--- config.mk ---
export PLATFORM = sky130hd
export DESIGN_NAME = cpu_controller_flat
export DESIGN_NICKNAME = d
export VERILOG_FILES = /design/src/rtl/cpu_controller_if.sv /design/src/rtl/cpu_controller.sv /design/src/flat_wrapper.sv
export SDC_FILE = /design/constraint.sdc
export NUM_CORES = 1
export LEC_CHECK = 0
export ABC_AREA = 1
export CORE_ASPECT_RATIO = 0.9
export CORE_MARGIN = 2
export CORE_UTILIZATION = 37
export CTS_CLUSTER_DIAMETER = 120
export CTS_CLUSTER_SIZE = 25
export DETAILED_ROUTE_END_ITERATION = 10
export PLACE_DENSITY = 0.78
export SLEW_MARGIN = 20
export SYNTH_ARGS = -nofsm -noshare
export SYNTH_HDL_FRONTEND = slang
export SYNTH_SLANG_ARGS = --single-unit
--- constraint.sdc ---
create_clock -name clk -period 1.4 [get_ports clk]
set_clock_uncertainty 0.2 [all_clocks]
set_input_delay 0.35 -clock clk [delete_from_list [all_inputs] [get_ports clk]]
set_output_delay 0.35 -clock clk [all_outputs]
set_load 0.01 [all_outputs]
--- src/rtl/cpu_controller_if.sv ---
// Handshake and control bundle between the instruction controller and its
// surroundings: decoded instruction in, datapath controls out.
interface cpu_controller_if;
  logic       s;
  logic [2:0] opcode;
  logic [1:0] op;
  logic       w;
  logic [2:0] nsel;
  logic [1:0] vsel;
  logic       loada;
  logic       loadb;
  logic       loadc;
  logic       loads;
  logic       asel;
  logic       bsel;
  logic       write;
  logic       err;

  modport master (
    output s, opcode, op,
    input  w, nsel, vsel, loada, loadb, loadc, loads, asel, bsel, write, err
  );

  modport slave (
    input  s, opcode, op,
    output w, nsel, vsel, loada, loadb, loadc, loads, asel, bsel, write, err
  );
endinterface

--- src/rtl/cpu_controller.sv ---
// Moore FSM sequencing the register-file/ALU datapath, one instruction per
// start/wait handshake. Branching uses the opcode/op latched at acceptance.
module cpu_controller #(
  parameter bit ILLEGAL_TRAP = 1'b0
) (
  input logic              clk,
  input logic              reset,
  cpu_controller_if.slave  bus
);

  typedef enum logic [3:0] {
    S_WAIT      = 4'd0,
    S_DECODE    = 4'd1,
    S_GET_A     = 4'd2,
    S_GET_B     = 4'd3,
    S_COMPUTE   = 4'd4,
    S_COMPARE   = 4'd5,
    S_WRITE_REG = 4'd6,
    S_WRITE_IMM = 4'd7,
    S_HALT      = 4'd8
  } state_t;

  state_t     state, nxt;
  logic [2:0] opc_q;
  logic [1:0] op_q;

  logic is_movi, is_movr, is_add, is_cmp, is_and, is_mvn;

  assign is_movi = (opc_q == 3'b110) && (op_q == 2'b10);
  assign is_movr = (opc_q == 3'b110) && (op_q == 2'b00);
  assign is_add  = (opc_q == 3'b101) && (op_q == 2'b00);
  assign is_cmp  = (opc_q == 3'b101) && (op_q == 2'b01);
  assign is_and  = (opc_q == 3'b101) && (op_q == 2'b10);
  assign is_mvn  = (opc_q == 3'b101) && (op_q == 2'b11);

  always_ff @(posedge clk or posedge reset) begin
    if (reset) begin
      state <= S_WAIT;
      opc_q <= 3'b000;
      op_q  <= 2'b00;
    end else begin
      state <= nxt;
      // Latch only on acceptance so later input changes cannot redirect us
      if (state == S_WAIT && bus.s) begin
        opc_q <= bus.opcode;
        op_q  <= bus.op;
      end
    end
  end

  always_comb begin
    nxt       = S_WAIT;
    bus.w     = 1'b0;
    bus.nsel  = 3'b000;
    bus.vsel  = 2'b00;
    bus.loada = 1'b0;
    bus.loadb = 1'b0;
    bus.loadc = 1'b0;
    bus.loads = 1'b0;
    bus.asel  = 1'b0;
    bus.bsel  = 1'b0;
    bus.write = 1'b0;
    bus.err   = 1'b0;
    case (state)
      S_WAIT: begin
        bus.w = 1'b1;
        nxt   = bus.s ? S_DECODE : S_WAIT;
      end
      S_DECODE: begin
        if (is_movi)                        nxt = S_WRITE_IMM;
        else if (is_movr || is_mvn)         nxt = S_GET_B;
        else if (is_add || is_cmp || is_and) nxt = S_GET_A;
        else if (ILLEGAL_TRAP)              nxt = S_HALT;
        else begin
          bus.err = 1'b1;
          nxt     = S_WAIT;
        end
      end
      S_GET_A: begin
        bus.nsel  = 3'b001;
        bus.loada = 1'b1;
        nxt       = S_GET_B;
      end
      S_GET_B: begin
        bus.nsel  = 3'b010;
        bus.loadb = 1'b1;
        nxt       = is_cmp ? S_COMPARE : S_COMPUTE;
      end
      S_COMPUTE: begin
        // MOV reg passes B through the ALU by zeroing the A operand
        bus.loadc = 1'b1;
        bus.asel  = is_movr;
        nxt       = S_WRITE_REG;
      end
      S_COMPARE: begin
        bus.loads = 1'b1;
        nxt       = S_WAIT;
      end
      S_WRITE_REG: begin
        bus.nsel  = 3'b100;
        bus.write = 1'b1;
        nxt       = S_WAIT;
      end
      S_WRITE_IMM: begin
        bus.nsel  = 3'b001;
        bus.vsel  = 2'b10;
        bus.write = 1'b1;
        nxt       = S_WAIT;
      end
      S_HALT: begin
        bus.err = 1'b1;
        nxt     = S_HALT;
      end
      default: nxt = S_WAIT;
    endcase
  end

endmodule

--- src/flat_wrapper.sv ---
// flat-port wrapper written by rule: the top's interface ports become plain ports
module cpu_controller_flat 
#(
  parameter bit ILLEGAL_TRAP = 1'b0
)
  (clk, reset, bus_s, bus_opcode, bus_op, bus_w, bus_nsel, bus_vsel, bus_loada, bus_loadb, bus_loadc, bus_loads, bus_asel, bus_bsel, bus_write, bus_err);
  cpu_controller_if bus_i ();
  input logic clk;
  input logic reset;
  input wire logic [$bits(bus_i.s)-1:0] bus_s;
  input wire logic [$bits(bus_i.opcode)-1:0] bus_opcode;
  input wire logic [$bits(bus_i.op)-1:0] bus_op;
  output wire logic [$bits(bus_i.w)-1:0] bus_w;
  output wire logic [$bits(bus_i.nsel)-1:0] bus_nsel;
  output wire logic [$bits(bus_i.vsel)-1:0] bus_vsel;
  output wire logic [$bits(bus_i.loada)-1:0] bus_loada;
  output wire logic [$bits(bus_i.loadb)-1:0] bus_loadb;
  output wire logic [$bits(bus_i.loadc)-1:0] bus_loadc;
  output wire logic [$bits(bus_i.loads)-1:0] bus_loads;
  output wire logic [$bits(bus_i.asel)-1:0] bus_asel;
  output wire logic [$bits(bus_i.bsel)-1:0] bus_bsel;
  output wire logic [$bits(bus_i.write)-1:0] bus_write;
  output wire logic [$bits(bus_i.err)-1:0] bus_err;
  assign bus_i.s = bus_s;
  assign bus_i.opcode = bus_opcode;
  assign bus_i.op = bus_op;
  assign bus_w = bus_i.w;
  assign bus_nsel = bus_i.nsel;
  assign bus_vsel = bus_i.vsel;
  assign bus_loada = bus_i.loada;
  assign bus_loadb = bus_i.loadb;
  assign bus_loadc = bus_i.loadc;
  assign bus_loads = bus_i.loads;
  assign bus_asel = bus_i.asel;
  assign bus_bsel = bus_i.bsel;
  assign bus_write = bus_i.write;
  assign bus_err = bus_i.err;
  cpu_controller #(.ILLEGAL_TRAP(ILLEGAL_TRAP)) u_core (.clk(clk), .reset(reset), .bus(bus_i));
endmodule
# Word-level counts from Yosys, hierarchy flattened
# Cells that the tools add are included.
[word_totals] register_bits=9 word_cells=49
[op_classes] eq_ne=13 mux=19 n_reduce_logical=14
[ops] cell="4-bit case mux with 6 select lines" n=1
[ops] cell="4-bit by 3-bit == test with 1-bit output, second input constant" n=4
[ops] cell="1-bit two-way mux" n=12
[ops] cell="3-bit case mux with 3 select lines" n=1
[ops] cell="4-bit by 2-bit == test with 1-bit output, second input constant" n=2
[ops] cell="4-bit two-way mux" n=2
[ops] cell="1-bit logical AND" n=7
[ops] cell="3-bit == test, second input constant" n=2
[ops] cell="2-bit == test, second input constant" n=2
[ops] cell="4-bit by 1-bit == test with 1-bit output, second input constant" n=1
[ops] cell="4-bit == test, second input constant" n=1
[ops] cell="4-bit zero test" n=1
[ops] cell="2-bit two-way mux" n=2
[ops] cell="2-bit OR reduction" n=2
[ops] cell="1-bit logical OR" n=3
[ops] cell="2-bit by 1-bit == test with 1-bit output, second input constant" n=1
[ops] cell="2-bit zero test" n=1
[ops] cell="1-bit case mux with 2 select lines" n=1

# Longest topological paths before layout
# Gate-level depths: netlist of run 1.
[logic_depth] depth_word=8 depth_mapped=6

# Worst setup path after synthesis of run 1
# Ideal clock, no wire load.
[synth_path] path_kind="flip-flop to output port" start="register u_core.state[1]" end="output port bus_asel" t_arrival_ps=1014 t_required_ps=850 setup_slack_ps=-164 path_stages_with_launch=6 n_path_buf=0 cell_sequence="dfrtp_1 > nor2_2 > inv_1 > nor2_4 > nand2_1 > nor2_1"
[synth_between] elab_chain_len=2
[synth_lines] element="start: declaration" line="cpu_controller.sv:23" source="state_t state, nxt;"
[synth_lines] element="start signal: assignment" line="cpu_controller.sv:42" source="state <= nxt;"
[synth_lines] element="4-bit by 3-bit == test with 1-bit output" line="cpu_controller.sv:64" source="case (state)"
[synth_lines] element="1-bit two-way mux" line="cpu_controller.sv:64"
[synth_lines] element="end: declaration" line="flat_wrapper.sv:20" source="output wire logic [$bits(bus_i.asel)-1:0] bus_asel;"
# No other way between the ends.

# Final worst setup path of run 1
[layout_path] start="register u_core.state[0]" end="output port bus_err"
[layout_between] elab_chain_len=2
[layout_lines] element="4-bit == test or 4-bit by 1-bit == test with 1-bit output (tied branches)" line="cpu_controller.sv:64"
[layout_lines] element="1-bit case mux with 2 select lines (*)" line="cpu_controller.sv:64"
[layout_lines] element="end: declaration" line="flat_wrapper.sv:23" source="output wire logic [$bits(bus_i.err)-1:0] bus_err;"
# Every way passes the cells marked *; elsewhere a longest branch is shown, timed or not.

==> results of run 1 <==
[kinds of logic after synthesis]
kind of cell    count (synthesis)
flops                           9
simple gates                   42
other cells                     1
buf+inv                        18
compound gates                  8
[synth_stat cells]
library cell,count
a21oi_1,4
o21ai_0,3
nor2_4,2
nand3_2,1
nor2_2,1
inv_1,14
buf_6,1
dfrtp_1,9
buf_4,3
o21ai_1,1
nand3_1,6
nand2_1,13
nor2_1,17
conb_1,1
nor3_1,2
[sequential cells by signal, summed over array words and instances, names as in the netlist]
register / cells
u_core.state: 4
u_core.opc_q: 3
u_core.op_q: 2
[per-layer routing]
metal,vias up,GRT usage (%),wire length (um)
met5,-,0,0
met4,0,10.6,43
met3,4,1.35,92
met2,24,36.2,802
met1,287,22.4,696
li1,337,-,-
[path summary, 6_finish.rpt]
| path | startpoint | to | slack (ns) | depth (start not counted) |
|---|---|---|---|---|
| max in group asynchronous | reset | u_core.state[1] | 0.58 | 2 |
| min in group clk | u_core.opc_q[0] | u_core.opc_q[0] | 0.33 | 2 |
| setup reg to reg | u_core.state[3] | u_core.state[0] | -0.33 | 12 |
| hold / removal | reset | u_core.opc_q[0] | 0.15 | 2 |
| setup / recovery | u_core.state[0] | bus_err | -0.44 | 5 |
| hold reg to reg | u_core.opc_q[0] | u_core.opc_q[0] | 0.33 | 2 |
[what timing repair did]
item	CTS	global route
endpoints found under the setup margin	20	20
buffers inserted	15	3
gates resized for setup	81	15
pin swaps	8	5
[power by group through the flow]
stage          clock network [W]  logic [W]  registers, W
2_1_floorplan                  0   0.000496      0.000430
4_1_cts                 0.000201    0.00128      0.000447
3_3_place_gp                   0   0.000972      0.000438
5_1_grt                 0.000209    0.00147      0.000473
3_5_place_dp                   0   0.000989      0.000444
6_report                0.000194    0.00136      0.000460
[area by class of cell]
class                   count  area, um^2
clock buffers               4        26.3
fillers                   101         313
inverters                  14        52.6
multi-input cells          52         340
flip-flops and latches      9         228
well taps                  15        18.8
repair buffers             51         437
[per-stage QoR]
| step | setup TNS (ns) | hold slack (ns) |
|---|---|---|
| global placement | -6.68 | 0.301 |
| detailed placement | -6.91 | 0.308 |
| finish | -5.08 | 0.145 |
| global route | -6.36 | 0.199 |
| floorplan | -0.306 | -0.0221 |
| CTS | -5.21 | 0.153 |
[critical path, stage by stage, from the launching register on]
cell and delay, ns:
dfrtp_1 0.43, nor2_2 0.17, buf_4 0.15, nand3_2 0.07, o21ai_2 0.07, buf_2 0.14
==> impl_metrics.toml, run 1 <==
[drt]
avgRoutedWirePerCell_um = 11.3
routed_via_density = 4.50
detail_route.iter0.violations = 5
routed_wl_um = 1640
vias = 652
postRouteAntennaNets = 0
drt_first_pass_iters = 4
drc = 0

[timing]
drv_slew = 0
final-setup-viol-count = 19
clock.fmax_mhz = 544
hold_viol = 0
postLayoutSetupSlackWorst_ns = -0.438
period_needed_ns = 1.84
unrepaired_setup_endpoints_after_global_routing = "yes"
period_share_pct = 131

[die]
die_area_um2 = 1800
core_area_um2 = 1420
floorplan.initialDensity_pct = 38.6
die_height_um = 40.5
design.portCount = 22
die_w_um = 44.5
rows = 13

[run_status]
violations = "setup timing"
status = "finished with violations"

[power_and_ir_drop]
vdd.ir_drop.worst_uv = 921
power.net_switching_w = 0.000820
power.clock.fraction_pct = 9.7
sw_frac_of_total_pct = 40.7
design_power_total_w = 0.00201
internal_power_w = 0.00119
power_density_nw_per_um2 = 1830
p_leak_nw = 0.583
portion_of_total_power_attributed_to_combinational_logic_pct = 67.5
share_of_power_burned_in_registers_pct = 22.9

[clocking]
tritoncts_buffer_count = 3
cts_tree = "yes"
clock_insertion_delay_worst_skew_ns = 0.26
htreeDepth = 1
cts.root.buffer_cell = "clkbuf_4"
postCtsHoldBufs = 0
clock_tree_sinks = 9
cts.reportedPaths.clkPinSlew_ns = 0.06
cts-root-to-sink-buffers = 2

[grt]
grtUsageTotal_pct = 19.4
grt_overflow_total = 0
first_global_vias = 622
first_pass_grt_wire_length_um = 2450
grt_antenna_before_repair = 0
grt_start_max_net_pins = 12

[logic_synthesis]
avgSynthCellArea_um2 = 7.01
combinational_family_with_the_most_area_after_synthesis = "simple AND/OR/NAND/NOR gates"
synthDominantCellAreaShare_pct = 41.2
yosys.area_share.xor_xnor_pct = 0
ys.warnings.count = 0
synth_mux_area_share_pct = 0
synth_sequential_area_ratio_pct = 41.2
yosys-top-cells-area = "dfrtp_1 (41%), nor2_1 (12%), inv_1 (9.6%)"
post_synth_instance_area_um2 = 547
post_synth_and_or_nand_nor_area_fraction_pct = 35.0
number_of_unique_standard_cell_types_used_by_synthesis = 15
yosys.area_share.adder_pct = 0
synth_area_leader_cell = "dfrtp_1"
area_fraction_in_compound_gates_after_synthesis_pct = 7.32
synth_seq_cells = 9
post_synthesis_instance_total = 78

[final_layout]
drive_gt1_share_pct = 59.2
final-instance-count-excl-fill = 145
total_nets_final = 139
final_design_area_no_fill_um2 = 1100
most_common_cell_after_layout_fill_and_taps_aside = "buf_4"
antennaDiodeCount = 0
most-common-layout-cells = "buf_4 (21), buf_6 (15), inv_1 (9), nor2_1 (9)"
post-route-util_pct = 77.9
syn2layout_area_growth_pct = 102

[place]
pre_cts_ws_ns = -0.592
dpl-instance-area_um2 = 885
finalWeightedCongestion = 0.800
placement.io_buffers = 19
place.detailed.instances = 128
dp.final_hpwl_um = 1020

[critical_path]
worst-setup-path-type = "register to output pin"
data_required_critical_path_ns = 0.85
worst-path-max-fanout = 4
critical_path.endpoint_type = "output pin"
crit_arrival_ns = 1.29
cp-start-kind = "register"

[hold_path]
hold_path.class = "input pin to asynchronous set/reset pin"

[flow_run]
drv_cap = 0
Note: power is estimated with default switching activity, not from simulation.
==> inputs of run 2 (changes only) <==
--- a/config.mk
+++ b/config.mk
@@ -12,6 +12,7 @@
 export CTS_CLUSTER_DIAMETER = 120
 export CTS_CLUSTER_SIZE = 25
 export DETAILED_ROUTE_END_ITERATION = 10
+export MAX_ROUTING_LAYER = met4
 export PLACE_DENSITY = 0.78
 export SLEW_MARGIN = 20
 export SYNTH_ARGS = -nofsm -noshare
==> results of run 2 <==
Same layout as run 1: the final DEF is identical, and so are final timing and power.
Among the figures that moved: final weighted congestion in routability-driven placement 0.800 -> 0.811; overall routing resource usage 19.4% -> 20.0%
==> inputs of run 3 (changes only) <==
--- a/config.mk
+++ b/config.mk
@@ -13,7 +13,7 @@
 export CTS_CLUSTER_SIZE = 25
 export DETAILED_ROUTE_END_ITERATION = 10
 export MAX_ROUTING_LAYER = met4
-export PLACE_DENSITY = 0.78
+export PLACE_DENSITY = 0.69
 export SLEW_MARGIN = 20
 export SYNTH_ARGS = -nofsm -noshare
 export SYNTH_HDL_FRONTEND = slang
==> run 3 against run 2 <==
Net effect: the flow still finishes with violations (setup timing); sequential power is 3% lower; first-iteration DRC count increased to 3.4 times the previous value; sequential cell count did not move; critical path depth grew 1; largest cell class unchanged; highest routed layer unchanged.
==> impl_metrics.toml, run 3 (synthesized netlist as in run 1, its figures left out) <==
[clocking]
cts.root.buffer_cell = "clkbuf_4"
htreeDepth = 1
postCtsHoldBufs = 0
tritoncts_buffer_count = 3
cts-root-to-sink-buffers = 2
clock_tree_sinks = 9
cts_tree = "yes"
cts.reportedPaths.clkPinSlew_ns = 0.06
clock_insertion_delay_worst_skew_ns = 0.26

[die]
rows = 13
die_w_um = 44.5
core_area_um2 = 1420
die_area_um2 = 1800
floorplan.initialDensity_pct = 38.6
design.portCount = 22
die_height_um = 40.5

[critical_path]
rr_startpoint = "u_core.state[3]"
cp_slowest_stage_delay_ns = 0.43
cp-start-kind = "register"
critical_path.endpoint_type = "output pin"
crit_top_cell = "nor2_2"
timing.critical_path.cells = "nor2_2 > inv_2 > nor2_4 > nand2_1 > nor2_2 > buf_2"
data_required_critical_path_ns = 0.85
crit_arrival_ns = 1.28
r2r_setup_slk_ns = -0.40
rr_worst_depth = 11
worst-setup-path-type = "register to output pin"
worst_r2r_endpoint = "u_core.state[0]"
worst-path-max-fanout = 3
timing.critical_path.slowest_stage_cell = "dfrtp_1"

[place]
place.detailed.instances = 130
placement.io_buffers = 19
finalWeightedCongestion = 0.850
dp.final_hpwl_um = 1070

[timing]
hold_viol = 0
postLayoutSetupSlackWorst_ns = -0.434
clock.fmax_mhz = 545
period_share_pct = 131
drv_slew = 0
period_needed_ns = 1.83
unrepaired_setup_endpoints_after_global_routing = "yes"
final-setup-viol-count = 20
final_setup_tns_ns = -6.29
worst_hold_slack_ns = 0.154

[flow_run]
drv_cap = 0

[final_layout]
registers.top_by_ff_count = "u_core.state"
syn2layout_area_growth_pct = 111
final-instance-count-excl-fill = 150
most-common-layout-cells = "buf_4 (30), inv_1 (9), buf_6 (9)"
drive_gt1_share_pct = 63.0
most_common_cell_after_layout_fill_and_taps_aside = "buf_4"
total_nets_final = 144
largest_register_ff_count = 4
antennaDiodeCount = 0
fill_cells = 98
regs_by_ff_count = "u_core.state: 4 flops, u_core.opc_q: 3 flops, u_core.op_q: 2 flops"

[power_and_ir_drop]
sw_frac_of_total_pct = 42.2
portion_of_total_power_attributed_to_combinational_logic_pct = 70.5
p_leak_nw = 0.610
vdd.ir_drop.worst_uv = 1180
power_density_nw_per_um2 = 1910
power.clock.fraction_pct = 9.3
power.net_switching_w = 0.000929
internal_power_w = 0.00127
share_of_power_burned_in_registers_pct = 20.2

[drt]
routed_wl_um = 1930
routed_via_density = 4.63
drc = 0
vias = 694
drt_first_pass_iters = 4
avgRoutedWirePerCell_um = 12.9
postRouteAntennaNets = 0
detail_route.iter0.violations = 17

[run_status]
status = "finished with violations"
violations = "setup timing"

[grt]
first_pass_grt_wire_length_um = 2820
grt_antenna_before_repair = 0
grt_start_max_net_pins = 10
first_global_vias = 637
grtUsageTotal_pct = 23.6
grt_overflow_total = 0

[hold_path]
hold_path.class = "input pin to asynchronous set/reset pin"
-- run 3: stage by stage --
| stage | util, % | area [um^2] | total power (W) | setup slack (ns) |
|---|---|---|---|---|
| after global placement | 63.6 | 900 | 0.00146 | -0.552 |
| final | 81.6 | 1150 | 0.00220 | -0.434 |
| after floorplan | - | 567 | 0.000926 | -0.133 |
| after detailed placement | 63.6 | 900 | 0.00149 | -0.580 |
| after CTS | 73.3 | 1040 | 0.00191 | -0.404 |
| after global routing | 81.6 | 1150 | 0.00235 | -0.527 |
-- run 3: worst max-delay path by stage --
stage                    startpoint        end  slack (ns)
floorplan           u_core.state[3]   bus_asel       -0.13
global placement    u_core.state[3]  bus_loads       -0.55
detailed placement  u_core.state[3]  bus_loads       -0.58
CTS                 u_core.state[1]   bus_asel       -0.40
global route        u_core.state[0]   bus_asel       -0.53
finish              u_core.state[1]   bus_asel       -0.43
-- run 3: what timing repair did --
| item | 4_1_cts | 5_1_grt |
|---|---|---|
| setup endpoints to repair | 18 | 20 |
| pin swaps | 7 | 6 |
| gates resized for setup | 64 | 30 |
| gates cloned | 1 | 0 |
| setup buffers | 11 | 4 |
-- run 3: final cells by class --
class | count | area, um^2 | share of cell area (%)
well taps | 15 | 18.8 | 1.63
inverters | 14 | 52.6 | 4.55
repair buffers | 55 | 452 | 39.1
multi-input cells | 53 | 379 | 32.8
clock buffers | 4 | 26.3 | 2.28
flip-flops and latches | 9 | 226 | 19.6
-- run 3: power by group through the flow --
| stage | Combinational [W] | Sequential, W | Clock [W] |
|---|---|---|---|
| 3_3_place_gp | 0.00102 | 0.000439 | 0 |
| 6_report | 0.00155 | 0.000444 | 0.000205 |
| 4_1_cts | 0.00127 | 0.000435 | 0.000208 |
| 2_1_floorplan | 0.000496 | 0.000430 | 0 |
| 5_1_grt | 0.00168 | 0.000458 | 0.000217 |
| 3_5_place_dp | 0.00104 | 0.000445 | 0 |
-- run 3: worst max-delay path: cells and delay by family, from the launching register on --
family / cells / cell delay [ns]
and+or+nand+nor: 4 / 0.39
buffers and inverters: 2 / 0.21
DFF: 1 / 0.43
-- run 3: routing by layer --
metal / GRT usage (%) / up-vias / share of wire (%)
met5: - / - / 0
met4: 8.33 / 0 / 1.1
met3: 4.05 / 2 / 5.1
met2: 40.9 / 27 / 49
met1: 27.9 / 315 / 45
li1: - / 350 / -
